`src/rtl/eva_axi_pkg.sv`:
```
// Shared widths, AR state encoding and the outstanding-burst counter update
// for the two-master AXI read arbiter.
package eva_axi_pkg;

    localparam int ID_W    = 4;
    localparam int DATA_W  = 128;
    localparam int LEN_W   = 6;
    localparam int ADDR_W  = 32;
    localparam int SIZE_W  = 3;
    localparam int BURST_W = 2;
    localparam int RESP_W  = 2;
    localparam int OUTST_W = 3;

    typedef enum logic {
        AR_IDLE  = 1'b0,
        AR_ISSUE = 1'b1
    } ar_state_t;

    // Simultaneous issue and retire cancel out; a retire at zero is an orphan
    // and must leave the count at zero.
    function automatic logic [OUTST_W-1:0] outst_next(
        input logic [OUTST_W-1:0] cur,
        input logic               inc,
        input logic               dec
    );
        logic [OUTST_W-1:0] nxt;
        nxt = cur;
        if (inc && !dec) begin
            nxt = cur + OUTST_W'(1);
        end else if (dec && !inc && (cur != '0)) begin
            nxt = cur - OUTST_W'(1);
        end
        return nxt;
    endfunction

endpackage

```
`src/rtl/eva_rr_arb2.sv`:
```
// Two-way round-robin picker: the requester not granted last wins a tie,
// a lone requester always wins. Pointer moves only when a grant is made.
module eva_rr_arb2 (
    input  logic       aclk,
    input  logic       arest_n,
    input  logic [1:0] i_req,
    input  logic       i_en,
    output logic [1:0] o_gnt,
    output logic       o_last
);

    logic r_last;

    always_comb begin
        o_gnt = 2'b00;
        if (i_en) begin
            case (i_req)
                2'b01:   o_gnt = 2'b01;
                2'b10:   o_gnt = 2'b10;
                2'b11:   o_gnt = r_last ? 2'b01 : 2'b10;
                default: o_gnt = 2'b00;
            endcase
        end
    end

    // Reset value 1 makes master 0 the winner of the first tie.
    always_ff @(posedge aclk or negedge arest_n) begin
        if (!arest_n) begin
            r_last <= 1'b1;
        end else if (i_en && (i_req != 2'b00)) begin
            r_last <= o_gnt[1];
        end
    end

    assign o_last = r_last;

endmodule

```
`src/rtl/eva_axi_rd_arb.sv`:
```
// Two-master to one-slave AXI read arbiter: round-robin AR issue with a
// per-master outstanding-burst limit, and zero-latency R routing by s_rid[3].
module eva_axi_rd_arb
    import eva_axi_pkg::*;
#(
    parameter int MAX_OUTST = 4
) (
    input  logic                 aclk,
    input  logic                 arest_n,

    input  logic                 m0_arvalid,
    output logic                 m0_arready,
    input  logic [ID_W-2:0]      m0_arid,
    input  logic [ADDR_W-1:0]    m0_araddr,
    input  logic [LEN_W-1:0]     m0_arlen,
    input  logic [SIZE_W-1:0]    m0_arsize,
    input  logic [BURST_W-1:0]   m0_arburst,
    output logic                 m0_rvalid,
    output logic                 m0_rlast,
    output logic [ID_W-2:0]      m0_rid,
    output logic [DATA_W-1:0]    m0_rdata,
    output logic [RESP_W-1:0]    m0_rresp,
    input  logic                 m0_rready,

    input  logic                 m1_arvalid,
    output logic                 m1_arready,
    input  logic [ID_W-2:0]      m1_arid,
    input  logic [ADDR_W-1:0]    m1_araddr,
    input  logic [LEN_W-1:0]     m1_arlen,
    input  logic [SIZE_W-1:0]    m1_arsize,
    input  logic [BURST_W-1:0]   m1_arburst,
    output logic                 m1_rvalid,
    output logic                 m1_rlast,
    output logic [ID_W-2:0]      m1_rid,
    output logic [DATA_W-1:0]    m1_rdata,
    output logic [RESP_W-1:0]    m1_rresp,
    input  logic                 m1_rready,

    output logic                 s_arvalid,
    input  logic                 s_arready,
    output logic [ID_W-1:0]      s_arid,
    output logic [ADDR_W-1:0]    s_araddr,
    output logic [LEN_W-1:0]     s_arlen,
    output logic [SIZE_W-1:0]    s_arsize,
    output logic [BURST_W-1:0]   s_arburst,

    input  logic                 s_rvalid,
    output logic                 s_rready,
    input  logic                 s_rlast,
    input  logic [ID_W-1:0]      s_rid,
    input  logic [DATA_W-1:0]    s_rdata,
    input  logic [RESP_W-1:0]    s_rresp,

    output logic                 err_orphan,

    output logic                 dbg_ar_state,
    output logic                 dbg_last_gnt,
    output logic [OUTST_W-1:0]   dbg_outst0,
    output logic [OUTST_W-1:0]   dbg_outst1
);

    // Handshakes: a transfer happens on a rising edge where valid and ready
    // are both 1; valid never waits on ready, and s_ar* hold while unaccepted.

    localparam logic [OUTST_W-1:0] OUTST_LIMIT = OUTST_W'(MAX_OUTST);

    ar_state_t            r_state;
    ar_state_t            w_state_next;
    logic                 w_grant;

    logic                 w_elig0;
    logic                 w_elig1;
    logic                 w_arb_en;
    logic [1:0]           w_gnt;
    logic                 w_last_gnt;

    logic [ID_W-1:0]      r_s_arid;
    logic [ADDR_W-1:0]    r_s_araddr;
    logic [LEN_W-1:0]     r_s_arlen;
    logic [SIZE_W-1:0]    r_s_arsize;
    logic [BURST_W-1:0]   r_s_arburst;

    logic [OUTST_W-1:0]   r_outst0;
    logic [OUTST_W-1:0]   r_outst1;
    logic                 r_err_orphan;
    logic                 w_r_last_hs;
    logic                 w_dec0;
    logic                 w_dec1;
    logic                 w_orphan;

    assign w_elig0  = m0_arvalid && (r_outst0 < OUTST_LIMIT);
    assign w_elig1  = m1_arvalid && (r_outst1 < OUTST_LIMIT);
    // Holding the arbiter off during reset keeps arready low while reset is low.
    assign w_arb_en = (r_state == AR_IDLE) && arest_n;

    eva_rr_arb2 u_rr_arb2 (
        .aclk    (aclk),
        .arest_n (arest_n),
        .i_req   ({w_elig1, w_elig0}),
        .i_en    (w_arb_en),
        .o_gnt   (w_gnt),
        .o_last  (w_last_gnt)
    );

    assign m0_arready = w_gnt[0];
    assign m1_arready = w_gnt[1];

    always_ff @(posedge aclk or negedge arest_n) begin
        if (!arest_n) begin
            r_state <= AR_IDLE;
        end else begin
            r_state <= w_state_next;
        end
    end

    always_comb begin
        w_state_next = r_state;
        w_grant      = 1'b0;
        case (r_state)
            AR_IDLE: begin
                if (w_gnt != 2'b00) begin
                    w_grant      = 1'b1;
                    w_state_next = AR_ISSUE;
                end
            end
            AR_ISSUE: begin
                if (s_arready) begin
                    w_state_next = AR_IDLE;
                end
            end
            default: begin
                w_state_next = AR_IDLE;
            end
        endcase
    end

    // Payload is captured only on a grant so it stays frozen through ISSUE.
    always_ff @(posedge aclk or negedge arest_n) begin
        if (!arest_n) begin
            r_s_arid    <= '0;
            r_s_araddr  <= '0;
            r_s_arlen   <= '0;
            r_s_arsize  <= '0;
            r_s_arburst <= '0;
        end else if (w_grant) begin
            if (w_gnt[1]) begin
                r_s_arid    <= {1'b1, m1_arid};
                r_s_araddr  <= m1_araddr;
                r_s_arlen   <= m1_arlen;
                r_s_arsize  <= m1_arsize;
                r_s_arburst <= m1_arburst;
            end else begin
                r_s_arid    <= {1'b0, m0_arid};
                r_s_araddr  <= m0_araddr;
                r_s_arlen   <= m0_arlen;
                r_s_arsize  <= m0_arsize;
                r_s_arburst <= m0_arburst;
            end
        end
    end

    // Valid comes straight from the state register so reset drops it at once.
    assign s_arvalid = (r_state == AR_ISSUE);
    assign s_arid    = r_s_arid;
    assign s_araddr  = r_s_araddr;
    assign s_arlen   = r_s_arlen;
    assign s_arsize  = r_s_arsize;
    assign s_arburst = r_s_arburst;

    assign s_rready  = s_rid[ID_W-1] ? m1_rready : m0_rready;
    assign m0_rvalid = s_rvalid && !s_rid[ID_W-1];
    assign m1_rvalid = s_rvalid &&  s_rid[ID_W-1];
    assign m0_rid    = s_rid[ID_W-2:0];
    assign m1_rid    = s_rid[ID_W-2:0];
    assign m0_rdata  = s_rdata;
    assign m1_rdata  = s_rdata;
    assign m0_rresp  = s_rresp;
    assign m1_rresp  = s_rresp;
    assign m0_rlast  = s_rlast;
    assign m1_rlast  = s_rlast;

    assign w_r_last_hs = s_rvalid && s_rready && s_rlast;
    assign w_dec0      = w_r_last_hs && !s_rid[ID_W-1];
    assign w_dec1      = w_r_last_hs &&  s_rid[ID_W-1];
    assign w_orphan    = (w_dec0 && (r_outst0 == '0)) || (w_dec1 && (r_outst1 == '0));

    always_ff @(posedge aclk or negedge arest_n) begin
        if (!arest_n) begin
            r_outst0     <= '0;
            r_outst1     <= '0;
            r_err_orphan <= 1'b0;
        end else begin
            r_outst0 <= outst_next(r_outst0, m0_arready, w_dec0);
            r_outst1 <= outst_next(r_outst1, m1_arready, w_dec1);
            if (w_orphan) begin
                r_err_orphan <= 1'b1;
            end
        end
    end

    assign err_orphan   = r_err_orphan;
    assign dbg_ar_state = r_state;
    assign dbg_last_gnt = w_last_gnt;
    assign dbg_outst0   = r_outst0;
    assign dbg_outst1   = r_outst1;

endmodule

```
`config.mk`:
```
export PLATFORM = sky130hd
export DESIGN_NAME = eva_axi_rd_arb
export DESIGN_NICKNAME = d
export VERILOG_FILES = /design/src/rtl/eva_axi_pkg.sv /design/src/rtl/eva_rr_arb2.sv /design/src/rtl/eva_axi_rd_arb.sv
export SDC_FILE = /design/constraint.sdc
export NUM_CORES = 1
export LEC_CHECK = 0
export CAP_MARGIN = 40
export CORE_AREA = 2 2 218 220
export DETAILED_ROUTE_END_ITERATION = 12
export DIE_AREA = 0 0 220 222
export GPL_TIMING_DRIVEN = 0
export PLACE_DENSITY_LB_ADDON = 0.1
export SKIP_CTS_REPAIR_TIMING = 1
export SYNTH_ARGS = -nofsm -noshare
export SYNTH_HDL_FRONTEND = slang
export SYNTH_SLANG_ARGS = --single-unit
export TNS_END_PERCENT = 20
```
`constraint.sdc`:
```
create_clock -name aclk -period 2 [get_ports aclk]
set_input_delay 0.5 -clock aclk [delete_from_list [all_inputs] [get_ports aclk]]
set_output_delay 0.5 -clock aclk [all_outputs]
set_load 0.01 [all_outputs]
```
[After elaboration in Yosys (flattened, before gate mapping)]
Cells that the tools add are included.
Operators by class
  add/subtract/negate cells: 4
  eq/ne operators: 3
  mux-type cells: 17
  multipliers: 0
  bitwise gates (word level): 1
  shift-type cells: 0
  divide/modulo/power cells: 0
  order comparisons: 2
  reduce and logical (&&, ||, !) cells: 32
Operator list (number)
  $mux 32: 1
  $logic_and 1x1->1: 18
  $mux 3: 5
  $reduce_bool 2->1: 4
  $add 3x1->3 const B: 2
  $logic_not 3->1: 2
  $lt 3x3->1 const B: 2
  $mux 2: 3
  $mux 6: 1
  $pmux 2 s3: 1
  $reduce_bool 3->1: 2
  $sub 3x1->3 const B: 2
  $logic_not 1->1: 5
  $eq 2x2->1 const B: 2
  $mux 1: 4
  $mux 4: 1
  $eq 2x1->1 const B: 1
  $pmux 1 s2: 1
  $logic_or 1x1->1: 1
  $not 1->1: 1
Storage, ports and cells
  register bits after elaboration: 56
  memory bits (read-only): 0
  bits of input ports: 235
  RAM bits: 0
  memories: 0
  latch bits: 0

[Longest topological paths before layout]
  word-level depth: 10
  depth in mapped cells: 9
  mapped depth without buffers: 7

[By module]
From an unflattened synthesis, not the netlist that was laid out.
Second synthesis, totals
  cells, all modules: 539
  area total of the unflattened synthesis: 4790.8 um^2
By module, submodules not included
  eva_axi_rd_arb: cells each 531, sequential area each 1376.3 um^2, area each 4728.3 um^2, times used 1
  eva_rr_arb2: cells each 8, sequential area each 26.3 um^2, area each 62.6 um^2, times used 1

[Worst setup path after synthesis]
No wires, ideal clock.
  path type: input to register
  from: input port arest_n
  to: register r_outst1[2], in the netlist dbg_outst1[2]
  arrival time: 2.244 ns
  slack: -0.333 ns
  library setup time: 0.090 ns
  stages: 8
  cells stage by stage: nor2b_1 and3b_1 buf_6 buf_4 nand2_1 fa_1 or4b_1 o2111ai_1
On the way
  cells in the longest elaborated chain, start to end: 6
  elaborated cells between the ends (all ways): 8
  those cells by class: 2 x mux; 6 x reduce/logical
Ends and longest elaborated chain
  start: declaration: RTL line eva_axi_rd_arb.sv:9  | input logic arest_n,
  $logic_and 1x1->1 (*): RTL line eva_axi_rd_arb.sv:94  | assign w_arb_en = (r_state == AR_IDLE) && arest_n;
  $mux 2 (*): RTL line eva_rr_arb2.sv:16  | if (i_en) begin
  $logic_not 1->1: RTL line eva_axi_pkg.sv:30  | end else if (dec && !inc && (cur != '0)) begin
  $logic_and 1x1->1 (2 in series): RTL line eva_axi_pkg.sv:30
  $reduce_bool 2->1 (no source line)
  end signal: assignment: RTL line eva_axi_rd_arb.sv:194  | r_outst1 <= outst_next(r_outst1, m1_arready, w_dec1);
  end: declaration: RTL line eva_axi_rd_arb.sv:84  | logic [OUTST_W-1:0] r_outst1;
Mark *: on every way between the ends. The rest lies on a longest branch, timed or not.
A chain may end at the register's enable or synchronous reset.

[Worst setup path after layout]
  from: register u_rr_arb2.r_last, in the netlist u_rr_arb2.o_last
  to: output port m1_arready
On the way
  cells in the longest elaborated chain, start to end: 3
Ends and longest elaborated chain
  start: declaration: RTL line eva_rr_arb2.sv:12  | logic r_last;
  start signal: assignment: RTL line eva_rr_arb2.sv:31  | r_last <= o_gnt[1];
  $mux 2: RTL line eva_rr_arb2.sv:20  | 2'b11: o_gnt = r_last ? 2'b01 : 2'b10;
  $pmux 2 s3: RTL line eva_rr_arb2.sv:17  | case (i_req)
  $mux 2: RTL line eva_rr_arb2.sv:16
  end: declaration: RTL line eva_axi_rd_arb.sv:26  | output logic m1_arready,
Every way passes these cells.

==> metrics.md <==
| Metric | Value |
|---|---|
| Status | `finished with violations` |
| Failing checks | `setup timing` |
| Design area | `0.0101 sq mm` |
| First-pass GRT wire length | `33.5 mm` |
| Sink Count | `56` |
| Leakage power | `4.44 nW` |
| Max Clk Rate | `462 MHz` |
| Drt via density | `3.07` |
| CP Capture Point | `m1_arready` |
| Buffers on Ports | `about 430` |
| Worst vdd ir | `0.333 mV` |
| Die height | `between 200 and 250 microns` |
| # Max-Cap Violations | `0` |
| Pwr dens | `roughly 740 mW/mm^2` |
| Root Buffer | `clkbuf_16` |
| Synth Register Bits | `56` |
| Clock slew at reported path FFs | `0.08 ns` |
| Setup crit start | `u_rr_arb2.o_last$_DFFE_PN1P_` |
| Sequential Power Share | `a little over a quarter` |
| Most Frequent Cell on Critical Path | `and3b_1` |
| Syn. warnings | `0` |
| Worst path max stage delay | `roughly 0.56 ns` |
| Worst reg-to-reg path cell count | `8` |
| Filler Cell Count | `5117` |
| Sw Share | `37.2%` |
| Num CTS Buffers | `5` |
| Syn Nets | `764` |
| Clk_lat worst skew | `0.31 ns` |
| Worst setup margin | `-0.164 ns` |
| Pre-antenna DRT Iters | `4` |
| Diodes inserted | `0` |
| R2R Setup Slk | `-0.15 ns` |
| Mapped Cells | `527` |
| Largest net degree at the start of global routing | `35` |
| WL/cell | `15.4 microns` |
| TritonCTS clock tree | `built` |
| Placed cell areas | `0.00968 sq mm` |
| Post-Layout Cell Count | `1594` |
| Unrepaired setup endpoints after global routing | `true` |
| Die area | `0.0488 sq mm` |
| Slowest cell on crit path | `dfstp_2` |
| Synth async-reset ratio | `100%` |
| Gr ovfl total | `0` |
| Core area | `0.0463 sq mm` |
| WP data arrival | `1.66 ns` |
| Reg2reg end | `dbg_outst1[2]$_DFFE_PN0P_` |
| Worst EP required | `1.50 ns` |
| Via count | `4895` |
| Cell internal pwr | `4.70 mW` |
| Fraction of layout cells with a size suffix above 1 | `between 30% and 40%` |
| Area growth, synth to finish | `121%` |
| Slew Viols, Final | `0` |
| DR iter-0 viols | `105` |
| Max-slew headroom | `70.1%` |
| Worst r2r src | `dbg_outst0[2]$_DFFE_PN0P_` |
| Final ANT Viol Nets | `0` |
| GR Util All Layers | `9.37%` |
| Distinct cells, synth | `36` |
| Clock H-tree levels | `2` |
| Cells along the critical path | `and3b_1 -> and3b_1 -> buf_6 -> buf_12 -> clkbuf_2` |
| Setup violators final | `4` |
| Final min period | `2.16 ns` |
| Layout Nets | `1223` |
| Post-DP HPWL | `21.1 mm` |
| Post-Syn Area | `0.00456 sq mm` |
| Bufs on Longest Clock Path | `2` |
| Period utilization | `108%` |
| Sequential-to-total area share from yosys stat | `a little under a third` |
| P_sw | `2.78 mW` |
| CP Capture Type | `output pin` |
| Vias in the first global route | `4965` |
| Initial antenna violation count | `1` |
| Worst Path Class, Setup | `reg2out` |
| Slew @ Worst Pin | `0.449 ns` |
| Crit-path max FO | `10` |
| DRC Markers | `0` |
| Ys flop type | `dfrtp_1` |
| Clock Skew | `0.00759 ns` |
| Post-synth EDFFs | `0` |
| Fin. Hold Viols | `0` |
| Power Total | `7.47 mW` |
| IO Pins | `565` |
| Post-Syn Area per Cell | `8.66 sq um` |
| Drt total wl | `around 25 mm` |
| GP Congestion | `0.693` |
| Crit start category | `flop` |
| Comb power frac | `59.7%` |
| Initial Util | `9.86%` |
| Worst min-delay path class | `in2async` |
| # rows | `79` |
| Chip Width | `220 microns` |
| Placed insts | `1567` |
| Clock group share of total power | `13.0%` |
==> state kept, by name (all words and copies together) (netlist names) <==
signal and cells:
s_arlen 6, dbg_outst0 3, s_arsize 3, err_orphan 1
s_araddr 32, s_arid 4, u_rr_arb2.o_last 1, s_arburst 2
dbg_outst1 3, dbg_ar_state 1
==> worst min-delay path by stage <==
stage | startpoint | end | depth (start not counted)
final | arest_n | s_araddr[3]$_DFFE_PN0P_ | 2
after global routing | arest_n | u_rr_arb2.o_last$_DFFE_PN1P_ | 1
after detailed placement | arest_n | s_araddr[4]$_DFFE_PN0P_ | 1
after CTS | arest_n | s_araddr[4]$_DFFE_PN0P_ | 1
after global placement | s_arid[3]$_DFFE_PN0P_ | s_arid[3]$_DFFE_PN0P_ | 1
after floorplan | arest_n | dbg_ar_state$_DFF_PN0_ | 0
==> worst max-delay path: cells and delay by family, from the launching register on <==
family / cells / cell delay, ns
and+or+nand+nor: 2 / 0.34
buffers and inverters: 3 / 0.43
DFF: 1 / 0.56
==> Yosys cell counts, drive strengths merged (2+ instances only) <==
library cell | count | area share, %
fa | 2 | 0.88
nor2 | 3 | 0.30
a21o | 2 | 0.33
o21ai | 48 | 5.3
mux2i | 2 | 0.44
inv | 3 | 0.25
dfrtp | 55 | 30
nor2b | 5 | 0.69
o22ai | 46 | 6.3
mux2 | 3 | 0.82
nor3 | 2 | 0.22
nand2 | 48 | 3.9
buf | 283 | 46
and3b | 2 | 0.38
clkbuf | 7 | 0.58
xnor2 | 3 | 0.58
==> per-stage QoR <==
step           worst slack (ns)  TNS (ns)  hold slack [ns]  utilization [%]
6_report                 -0.164    -0.446            0.121             21.8
5_1_grt                  -0.244    -0.847            0.123             21.8
4_1_cts                   -1.11    -11.65            0.111             21.2
3_5_place_dp              -1.11    -29.65            0.456             20.9
3_3_place_gp              -3.79   -301.29            0.465             20.9
2_1_floorplan            -0.125    -0.142            0.204                -
==> routing by layer <==
layer  part of all wire (%)  global-route usage, %  vias up
li1                       -                      -     2391
met1                     38                   10.5     2245
met2                     53                   17.5      245
met3                    7.8                   2.66       12
met4                   0.71                   1.54        2
met5                  0.053                      0        -
==> cell families after synthesis <==
kind of cell    after synthesis  share of synthesized area (%)
compound gates              100                           12.8
simple gates                 68                           6.94
flops                        56                           30.7
fa+ha+maj                     2                          0.877
xor+xnor                      3                          0.576
buf+inv                     293                           46.8
mux                           5                           1.26
==> cell usage in the layout (no fill, tap or decap), types with 2 or more instances in the layout <==
cell type          n
nor3_1             2
dlymetal6s2s_1     9
nor2_1             2
nor2b_4            2
mux2_4             2
o22ai_1           46
o21ai_0           41
a21o_1             2
nor2b_1            2
buf_4            288
clkdlybuf4s50_1  418
buf_2              7
mux2i_1            2
dfrtp_1           52
buf_12             4
and3b_1            2
inv_1              3
clkbuf_16          5
clkbuf_4           2
clkbuf_2           8
buf_6              3
xnor2_1            3
o21ai_1            7
nand2_1           47
dfrtp_2            3
==> cell type report <==
type | count | area, sq um | area share, %
multi-input combinational | 178 | 1070 | 10.6
buffer | 290 | 2170 | 21.5
clock buffer | 5 | 125 | 1.24
sequential | 56 | 1410 | 13.9
inverter | 3 | 11.3 | 0.111
timing repair buffer | 452 | 4540 | 44.9
tap | 607 | 759 | 7.52
clock inverter | 3 | 22.5 | 0.223
==> power by group through the flow <==
stage                     combinational, mW  sequential [mW]  clock (mW)
after global placement                 4.30             2.07           0
final                                  4.46             2.04       0.971
after floorplan                        1.49             2.26           0
after CTS                              4.30             2.08        1.06
after global routing                   4.86             2.12        1.08
after detailed placement               4.29             2.09           0
(Power assumes the default switching activity.)
